<file path="src/rtl/pc_seq_ctrl_pkg.sv">
// rtl/pc_seq_ctrl_pkg.sv - shared types and constants for the PC sequencer
package pc_seq_ctrl_pkg;

  typedef enum logic [2:0] {
    ST_REQ  = 3'd0,
    ST_WAIT = 3'd1,
    ST_EXEC = 3'd2,
    ST_HALT = 3'd3,
    ST_ERR  = 3'd4
  } state_t;

  localparam logic [1:0] CAUSE_NONE     = 2'b00;
  localparam logic [1:0] CAUSE_FETCH    = 2'b01;
  localparam logic [1:0] CAUSE_MISALIGN = 2'b10;

  localparam logic [31:0] RESET_PC_DEFAULT = 32'h8000_0000;
  localparam int unsigned PC_INC = 4;

endpackage

</file>
<file path="src/rtl/pc_seq_ctrl_next.sv">
// rtl/pc_seq_ctrl_next.sv - combinational next-PC target and alignment check
module pc_next_calc
  import pc_seq_ctrl_pkg::*;
#(
  parameter int XLEN = 32
) (
  input  logic [XLEN-1:0] pc,
  input  logic [XLEN-1:0] rs1,
  input  logic [XLEN-1:0] imm,
  input  logic            pca_sel,
  input  logic            pcb_sel,
  input  logic            redirect_valid,
  input  logic [XLEN-1:0] redirect_pc,
  output logic [XLEN-1:0] target,
  output logic            misaligned
);

  logic [XLEN-1:0] base;
  logic [XLEN-1:0] offset;
  logic [XLEN-1:0] raw;

  always_comb begin
    base   = pcb_sel ? rs1 : pc;
    offset = pca_sel ? imm : XLEN'(PC_INC);
    raw    = redirect_valid ? redirect_pc : (base + offset);
    // bit0 is always dropped (JALR rule); bit1 set means a half-word target
    target     = {raw[XLEN-1:1], 1'b0};
    misaligned = raw[1];
  end

endmodule

</file>
<file path="src/rtl/pc_seq_ctrl.sv">
// rtl/pc_seq_ctrl.sv - multi-cycle fetch/execute sequencer owning the PC
module pc_seq_ctrl
  import pc_seq_ctrl_pkg::*;
#(
  parameter int              XLEN     = 32,
  parameter logic [XLEN-1:0] RESET_PC = XLEN'(RESET_PC_DEFAULT),
  parameter int              CNT_W    = 64
) (
  input  logic             clk,
  input  logic             rst_n,
  output logic             ifu_req_valid,
  input  logic             ifu_req_ready,
  output logic [XLEN-1:0]  ifu_addr,
  input  logic             ifu_rsp_valid,
  input  logic [31:0]      ifu_rsp_inst,
  input  logic             ifu_rsp_err,
  output logic [31:0]      inst,
  output logic             inst_valid,
  input  logic             exe_done,
  input  logic             pca_sel,
  input  logic             pcb_sel,
  input  logic [XLEN-1:0]  imm,
  input  logic [XLEN-1:0]  rs1,
  input  logic             redirect_valid,
  input  logic [XLEN-1:0]  redirect_pc,
  input  logic             halt,
  output logic [XLEN-1:0]  pc,
  output logic             halted,
  output logic             err,
  output logic [1:0]       err_cause,
  output logic [CNT_W-1:0] retire_cnt
);

  state_t          state;
  state_t          state_nxt;
  logic [XLEN-1:0] target;
  logic            misaligned;
  logic            exec_fire;
  logic            rsp_fire;

  pc_next_calc #(.XLEN(XLEN)) u_next (
    .pc             (pc),
    .rs1            (rs1),
    .imm            (imm),
    .pca_sel        (pca_sel),
    .pcb_sel        (pcb_sel),
    .redirect_valid (redirect_valid),
    .redirect_pc    (redirect_pc),
    .target         (target),
    .misaligned     (misaligned)
  );

  assign exec_fire = (state == ST_EXEC) && exe_done;
  assign rsp_fire  = (state == ST_WAIT) && ifu_rsp_valid;

  always_ff @(posedge clk or negedge rst_n) begin
    if (!rst_n) state <= ST_REQ;
    else        state <= state_nxt;
  end

  always_comb begin
    state_nxt = state;
    case (state)
      ST_REQ:  if (ifu_req_ready) state_nxt = ST_WAIT;
      ST_WAIT: if (ifu_rsp_valid) state_nxt = ifu_rsp_err ? ST_ERR : ST_EXEC;
      ST_EXEC: begin
        if (exe_done) begin
          if (halt)            state_nxt = ST_HALT;
          else if (misaligned) state_nxt = ST_ERR;
          else                 state_nxt = ST_REQ;
        end
      end
      ST_HALT: state_nxt = ST_HALT;
      ST_ERR:  state_nxt = ST_ERR;
      // unreachable encodings park in the error trap
      default: state_nxt = ST_ERR;
    endcase
  end

  always_comb begin
    ifu_req_valid = (state == ST_REQ);
    inst_valid    = (state == ST_EXEC);
    halted        = (state == ST_HALT);
    err           = (state == ST_ERR);
    ifu_addr      = pc;
  end

  always_ff @(posedge clk or negedge rst_n) begin
    if (!rst_n) begin
      pc         <= RESET_PC;
      inst       <= 32'd0;
      err_cause  <= CAUSE_NONE;
      retire_cnt <= '0;
    end else begin
      if (rsp_fire) begin
        if (ifu_rsp_err) err_cause <= CAUSE_FETCH;
        else             inst      <= ifu_rsp_inst;
      end
      if (exec_fire) begin
        retire_cnt <= retire_cnt + 1'b1;
        if (!halt) begin
          if (misaligned) err_cause <= CAUSE_MISALIGN;
          else            pc        <= target;
        end
      end
    end
  end

endmodule

</file>
<file path="config.mk">
export PLATFORM = sky130hd
export DESIGN_NAME = pc_seq_ctrl
export DESIGN_NICKNAME = d
export VERILOG_FILES = /design/src/rtl/pc_seq_ctrl_pkg.sv /design/src/rtl/pc_seq_ctrl_next.sv /design/src/rtl/pc_seq_ctrl.sv
export SDC_FILE = /design/constraint.sdc
export NUM_CORES = 1
export LEC_CHECK = 0
export CAP_MARGIN = 20
export CORE_MARGIN = 10
export CORE_UTILIZATION = 42
export CTS_BUF_LIST = sky130_fd_sc_hd__clkbuf_2
export DETAILED_ROUTE_END_ITERATION = 6
export PLACE_DENSITY = 0.82
export SLEW_MARGIN = 15
export SYNTH_ARGS = -nofsm -noshare
export SYNTH_HDL_FRONTEND = slang
export SYNTH_SLANG_ARGS = --single-unit
</file>
<file path="constraint.sdc">
create_clock -name clk -period 2.4 [get_ports clk]
set_input_delay 0.72 -clock clk [delete_from_list [all_inputs] [get_ports clk]]
set_output_delay 0.72 -clock clk [all_outputs]
set_load 0.01 [all_outputs]
</file>
* Word-level counts from Yosys, hierarchy flattened
Index checks and enable logic that the tools add are counted.
Cells by class: add/sub/neg operators 2, multipliers 0, divide/modulo/power cells 0, order comparisons 0, equal/unequal tests 7, shifts and indexed selects 0, muxes and demuxes 15, bitwise gates (word level) 3, reductions and logical operators 6
Operator list (number):
- two-way mux 32 bit | 3
- adder 64 x 1 -> 64 bit (second input constant) | 1
- adder 32 bit | 1
- two-way mux 3 bit | 6
- case mux 3 bit (4 select lines) | 1
- two-way mux 2 bit | 5
- == test 3 x 2 -> 1 bit (second input constant) | 2
- AND reduction 3 bit | 2
- != test 2 x 1 -> 1 bit (second input constant) | 2
- == test 3 x 1 -> 1 bit (second input constant) | 1
- == test 3 bit (second input constant) | 1
- zero test 3 bit | 1
- NOT 1 bit | 3
- logical AND 1 bit | 2
- != test 2 bit (second input constant) | 1
- AND reduction 2 bit | 1
Word-level totals: bits in registers 131, latch bits 0, RAM bits 0, memory bits (read-only) 0, output and inout port bits 166, logic and storage cells 38, memories kept 0

* Longest topological paths before layout
Gate-level depths: netlist (run 1).
depth in word-level cells 7, depth in mapped cells 13, gate-level depth less buffers 11

* Modules after synthesis
From an unflattened synthesis (run 1), not the netlist that was laid out.
Second synthesis, totals: cells, all modules 890, area, all modules 8632.0 um^2
Modules (own cells, without submodules):
- pc_seq_ctrl | times used 1, cells an instance 488, area an instance 5910.7 um^2, seq. area each 3329.4 um^2
- pc_next_calc | times used 1, cells an instance 402, area an instance 2721.4 um^2, seq. area each 0.0 um^2

* Worst setup path before layout (run 1)
Ideal clock, no wire load.
path kind input port to flip-flop, start point in pcb_sel, end point reg pc[26], in the netlist ifu_addr[26], library setup time 0.131 ns, arrival time 3.520 ns, required time 2.269 ns, slack -1.252 ns, cell stages on the path 12, cells stage by stage clkbuf_1 > buf_1 > mux2_2 > ha_1 > o21ai_0 > or2_2 > a31oi_2 > a21o_1 > a41oi_1 > a21o_1 > and3_1 > or3_1
On the way: word-level cells in the longest chain between the ends 5
RTL lines:
- from (decl) | RTL line pc_seq_ctrl.sv:21 | input logic pcb_sel,
- two-way mux 32 bit (*) | RTL line pc_seq_ctrl_next.sv:23 | base = pcb_sel ? rs1 : pc;
- adder 32 bit (*) | RTL line pc_seq_ctrl_next.sv:25 | raw = redirect_valid ? redirect_pc : (base + offset);
- two-way mux 32 bit (*) | RTL line pc_seq_ctrl_next.sv:25
- NOT 1 bit (no source line)
- AND reduction 3 bit (no source line)
- to (signal assigned) | RTL line pc_seq_ctrl.sv:103 | else pc <= target;
- to (decl) | RTL line pc_seq_ctrl.sv:27 | output logic [XLEN-1:0] pc,
Mark *: on every way between the ends. The rest lies on a longest branch, timed or not. A chain may end at the register's enable or synchronous reset.

* Final worst setup path (run 1)
start point in rs1[0], end point reg pc[26], in the netlist ifu_addr[26]
On the way: word-level cells in the longest chain between the ends 5
RTL lines:
- from (decl) | RTL line pc_seq_ctrl.sv:23 | input logic [XLEN-1:0] rs1,
- two-way mux 32 bit (*) | RTL line pc_seq_ctrl_next.sv:23
- adder 32 bit (*) | RTL line pc_seq_ctrl_next.sv:25
- two-way mux 32 bit (*) | RTL line pc_seq_ctrl_next.sv:25
- NOT 1 bit (no source line)
- AND reduction 3 bit (no source line)
Marked as above.

==> run_summary.xml, run 1 <==
<?xml version="1.0" encoding="UTF-8"?>
<metrics>
  <group name="detailed_routing">
    <metric name="wirelength" unit="microns">34930</metric>
    <metric name="via_per_inst" unit="">5.406</metric>
    <metric name="drt_iter0_drc" unit="">763</metric>
    <metric name="firstDrtPassIters" unit="">5</metric>
    <metric name="avgRoutedWirePerCell" unit="microns">21.01</metric>
    <metric name="num_vias" unit="">8990</metric>
    <metric name="detail_route.drc_violations" unit="">0</metric>
    <metric name="postRouteAntennaNets" unit="">0</metric>
  </group>
  <group name="grt">
    <metric name="groute.usage.overall" unit="">0.2532</metric>
    <metric name="grt_max_degree" unit="">46</metric>
    <metric name="grt_pass1_wl" unit="microns">52090</metric>
    <metric name="initial_antenna_violation_count" unit="">3</metric>
    <metric name="grt_overflow_total" unit="">0</metric>
    <metric name="number_of_global_route_vias_before_repair" unit="">9419</metric>
  </group>
  <group name="power">
    <metric name="p_leak" unit="nW">6.951</metric>
    <metric name="sequentialPowerShare" unit="">0.369</metric>
    <metric name="power_switching_share" unit="">0.3751</metric>
    <metric name="vdd.ir_drop.worst" unit="uV">469.8</metric>
    <metric name="power_spent_charging_and_discharging_nets" unit="mW">2.824</metric>
    <metric name="report.power.total" unit="mW">7.528</metric>
    <metric name="comb_power_share" unit="">0.432</metric>
    <metric name="power.clock.fraction" unit="">0.199</metric>
    <metric name="pwr_density_cell" unit="nW/um^2">534.6</metric>
    <metric name="internal-power" unit="mW">4.704</metric>
  </group>
  <group name="layout">
    <metric name="final_layout_size_suffix_gt1_frac" unit="">0.3822</metric>
    <metric name="syn_to_final_growth" unit="%">71.08</metric>
    <metric name="mostFrequentLayoutCells" unit="">sky130_fd_sc_hd__buf_4, sky130_fd_sc_hd__clkdlybuf4s50_1, sky130_fd_sc_hd__dfrtp_1</metric>
    <metric name="number_of_nets_in_the_finished_design" unit="">1554</metric>
    <metric name="finish.cell_count_without_fillers" unit="">1663</metric>
    <metric name="leading_cell_type_in_the_layout_fill_and_taps_excluded" unit="">sky130_fd_sc_hd__buf_4</metric>
  </group>
  <group name="timing">
    <metric name="worst_slew_pin_slew" unit="ns">0.5282</metric>
    <metric name="timing.final.hold_violations" unit="">0</metric>
    <metric name="finalWorstSetupSlack" unit="ns">-0.2672</metric>
    <metric name="unrepaired_setup_endpoints_after_global_routing" unit="">yes</metric>
    <metric name="final.setup.tns" unit="ns">-3.630</metric>
    <metric name="fmaxAchievable" unit="MHz">374.9</metric>
    <metric name="fin_crit_sh" unit="">1.111</metric>
    <metric name="drv_slew" unit="">0</metric>
    <metric name="final.setup_skew" unit="ns">0.06883</metric>
    <metric name="max_slew_margin" unit="">0.6479</metric>
    <metric name="setup-violations-final" unit="">31</metric>
    <metric name="period_needed" unit="ns">2.667</metric>
  </group>
  <group name="logic_synthesis">
    <metric name="synth.yosys.seq_area_share" unit="">0.3984</metric>
    <metric name="syn_inst" unit="">861</metric>
    <metric name="synth_enable_flop_cells" unit="">0</metric>
    <metric name="synthesis.area_per_instance" unit="sq um">9.561</metric>
    <metric name="ys_async_rst_share" unit="">1.000</metric>
    <metric name="post_synth_num_cell_types" unit="">67</metric>
    <metric name="synth.cell_area" unit="sq um">8232</metric>
    <metric name="number_of_flip_flops_and_latches_in_the_synthesized_netlist" unit="">131</metric>
    <metric name="yosysWarningCount" unit="">0</metric>
    <metric name="synth-main-ff-cell" unit="">sky130_fd_sc_hd__dfrtp_1</metric>
  </group>
  <group name="outcome">
    <metric name="violations_in_the_final_reports" unit="">setup timing</metric>
    <metric name="run_status" unit="">finished with violations</metric>
  </group>
  <group name="floorplanning">
    <metric name="core_region_area" unit="sq um">19400</metric>
    <metric name="ioPinCount" unit="">304</metric>
    <metric name="area_of_the_die" unit="sq um">25600</metric>
    <metric name="floorplan.initialDensity" unit="">0.4243</metric>
    <metric name="die_y_extent" unit="microns">160.0</metric>
    <metric name="placement_rows" unit="">51</metric>
    <metric name="die_width" unit="microns">160.0</metric>
  </group>
  <group name="placement">
    <metric name="place_hpwl" unit="microns">23400</metric>
    <metric name="buffer_ports.inserted" unit="">298</metric>
    <metric name="gp_routability_congestion" unit="">0.9063</metric>
    <metric name="dpl.cell_count" unit="">1521</metric>
    <metric name="dp_slack" unit="ns">-1.374</metric>
  </group>
  <group name="worst_setup_path">
    <metric name="crit_required" unit="ns">3.09</metric>
    <metric name="setup.worst_path.start" unit="">rs1[0]</metric>
    <metric name="worst_ep_arrival" unit="ns">3.35</metric>
    <metric name="regToRegStartpoint" unit="">ifu_addr[3]</metric>
    <metric name="worstSetupPathType" unit="">in -&gt; reg</metric>
    <metric name="timing.critical_path.to_type" unit="">flip-flop</metric>
    <metric name="timing.critical_path.fanout_max" unit="">5</metric>
    <metric name="worstSetupStartpointType" unit="">input port</metric>
    <metric name="reg2regPathDepth" unit="">10</metric>
  </group>
  <group name="clocking">
    <metric name="cts_tree" unit="">built</metric>
    <metric name="path_clk_slew" unit="ns">0.29</metric>
    <metric name="clk_path_buf_depth" unit="">2</metric>
    <metric name="cts_max_level" unit="">4</metric>
    <metric name="clk-insertion-delay-late" unit="ns">0.84</metric>
    <metric name="tritoncts.num_buffers" unit="">17</metric>
    <metric name="cts-root-buf" unit="">sky130_fd_sc_hd__clkbuf_2</metric>
    <metric name="cts_sinks" unit="">131</metric>
  </group>
  <group name="hold_path">
    <metric name="hold_class" unit="">in -&gt; async</metric>
  </group>
  <group name="job">
    <metric name="drv.max_cap_violation_count" unit="">0</metric>
  </group>
</metrics>
-- final cells by class --
type,instances,area (sq um)
diodes,1,2.502
clock buffers,17,85.08
clock inverters,15,157.7
fillers,1358,5316
inverters,11,41.29
multi-input cells,645,5259
flip-flops and latches,131,3284
well taps,265,331.6
repair buffers,578,4921
-- cell usage after synthesis, types with 3 or more instances --
cell | count | area share
sky130_fd_sc_hd__or3_1 | 8 | 0.0061
sky130_fd_sc_hd__buf_4 | 37 | 0.034
sky130_fd_sc_hd__nand3_1 | 29 | 0.018
sky130_fd_sc_hd__and4_1 | 8 | 0.0085
sky130_fd_sc_hd__and2_1 | 33 | 0.025
sky130_fd_sc_hd__nand2_1 | 85 | 0.039
sky130_fd_sc_hd__a21oi_1 | 57 | 0.035
sky130_fd_sc_hd__ha_1 | 31 | 0.047
sky130_fd_sc_hd__and3_2 | 3 | 0.0027
sky130_fd_sc_hd__a31o_2 | 3 | 0.0032
sky130_fd_sc_hd__nand2b_1 | 3 | 0.0023
sky130_fd_sc_hd__buf_1 | 4 | 0.0018
sky130_fd_sc_hd__nor3_1 | 16 | 0.0097
sky130_fd_sc_hd__inv_1 | 11 | 0.0050
sky130_fd_sc_hd__xnor2_1 | 68 | 0.072
sky130_fd_sc_hd__a21o_1 | 20 | 0.018
sky130_fd_sc_hd__a31oi_1 | 10 | 0.0076
sky130_fd_sc_hd__nand4_1 | 21 | 0.016
sky130_fd_sc_hd__dfrtp_1 | 130 | 0.40
sky130_fd_sc_hd__a211oi_1 | 7 | 0.0064
sky130_fd_sc_hd__nor2b_1 | 3 | 0.0023
sky130_fd_sc_hd__nor3b_1 | 4 | 0.0036
sky130_fd_sc_hd__o21a_1 | 4 | 0.0036
sky130_fd_sc_hd__o22ai_1 | 4 | 0.0030
sky130_fd_sc_hd__o21ai_0 | 34 | 0.021
sky130_fd_sc_hd__nor2_1 | 45 | 0.021
sky130_fd_sc_hd__clkbuf_1 | 35 | 0.016
sky130_fd_sc_hd__o211ai_1 | 3 | 0.0027
sky130_fd_sc_hd__mux2_2 | 61 | 0.083
sky130_fd_sc_hd__and3_1 | 18 | 0.014
sky130_fd_sc_hd__xor2_1 | 16 | 0.017
sky130_fd_sc_hd__mux2i_1 | 7 | 0.0085
-- path summary, 6_finish.rpt --
path | end | slack [ns]
worst max-delay path | ifu_addr[26] | -0.27
worst min-delay path | retire_cnt[13] | 0.34
worst max register to register | ifu_addr[26] | -0.26
worst min register to register | retire_cnt[3] | 0.53
max in group asynchronous | ifu_addr[10] | 1.37
min in group clk | ifu_addr[13] | 0.45
-- registers in the layout (all words and copies together) (netlist names) --
signal / flops
err_cause: 2
ifu_addr: 30
inst: 32
retire_cnt: 64
state: 3
-- cells by family (layout without fill, tap and decap cells) --
kind of cell | count (synthesis) | after routing | synth area share
fa+ha+maj | 32 | 32 | 0.04955
mux | 68 | 68 | 0.09196
buf+inv | 88 | 621 | 0.05791
xor+xnor | 84 | 84 | 0.08937
simple gates | 298 | 298 | 0.1949
flops | 131 | 131 | 0.3984
compound gates | 159 | 159 | 0.1175
other cells | 1 | 5 | 0.0004556
-- power groups by stage --
stage,clock network [mW],registers [mW],logic [mW]
after floorplan,0,3.02,1.22
after global placement,0,2.82,3.12
after detailed placement,0,2.85,3.17
after CTS,1.49,2.78,3.16
after global routing,1.60,2.83,3.49
final,1.50,2.78,3.25
-- stage by stage --
stage	util	hold WS (ns)	cell area, sq um
floorplan	-	0.4244	8591
global placement	0.6558	0.4622	12720
detailed placement	0.6558	0.4846	12720
CTS	0.7101	0.3509	13770
global route	0.7259	0.3270	14080
finish	0.7259	0.3448	14080
-- routing by layer --
| layer | up-vias | part of all wire | track usage |
|---|---|---|---|
| met5 | - | 0.00092 | 0 |
| met4 | 4 | 0.032 | 0.08806 |
| met3 | 93 | 0.076 | 0.07095 |
| met2 | 484 | 0.51 | 0.4553 |
| met1 | 4359 | 0.38 | 0.2795 |
| li1 | 4050 | - | - |
-- critical path, cell delays in order --
cell and delay (ns):
sky130_fd_sc_hd__clkdlybuf4s50_1 0.45, sky130_fd_sc_hd__nand4_1 0.21, sky130_fd_sc_hd__fa_2 0.42, sky130_fd_sc_hd__nand2b_4 0.15, sky130_fd_sc_hd__a21o_1 0.20, sky130_fd_sc_hd__a31oi_4 0.22
sky130_fd_sc_hd__a21o_1 0.19, sky130_fd_sc_hd__a41oi_2 0.13, sky130_fd_sc_hd__a21o_1 0.20, sky130_fd_sc_hd__and3_1 0.14, sky130_fd_sc_hd__or3_1 0.30
-- repair_timing --
| action | in CTS | in global routing |
|---|---|---|
| hold endpoints to repair | 35 | 0 |
| setup buffers | 87 | 25 |
| setup endpoints to repair | 192 | 84 |
| pin swaps | 46 | 47 |
| gates resized for setup | 302 | 93 |
| hold buffers | 1 | 0 |
Power figures use the tool's default switching activity.
==> run 2: changes to the inputs <==
Settings changed: HOLD_SLACK_MARGIN set to 0.02.
==> results of run 2 <==
Final layout, timing and power as in run 1 (identical DEF).
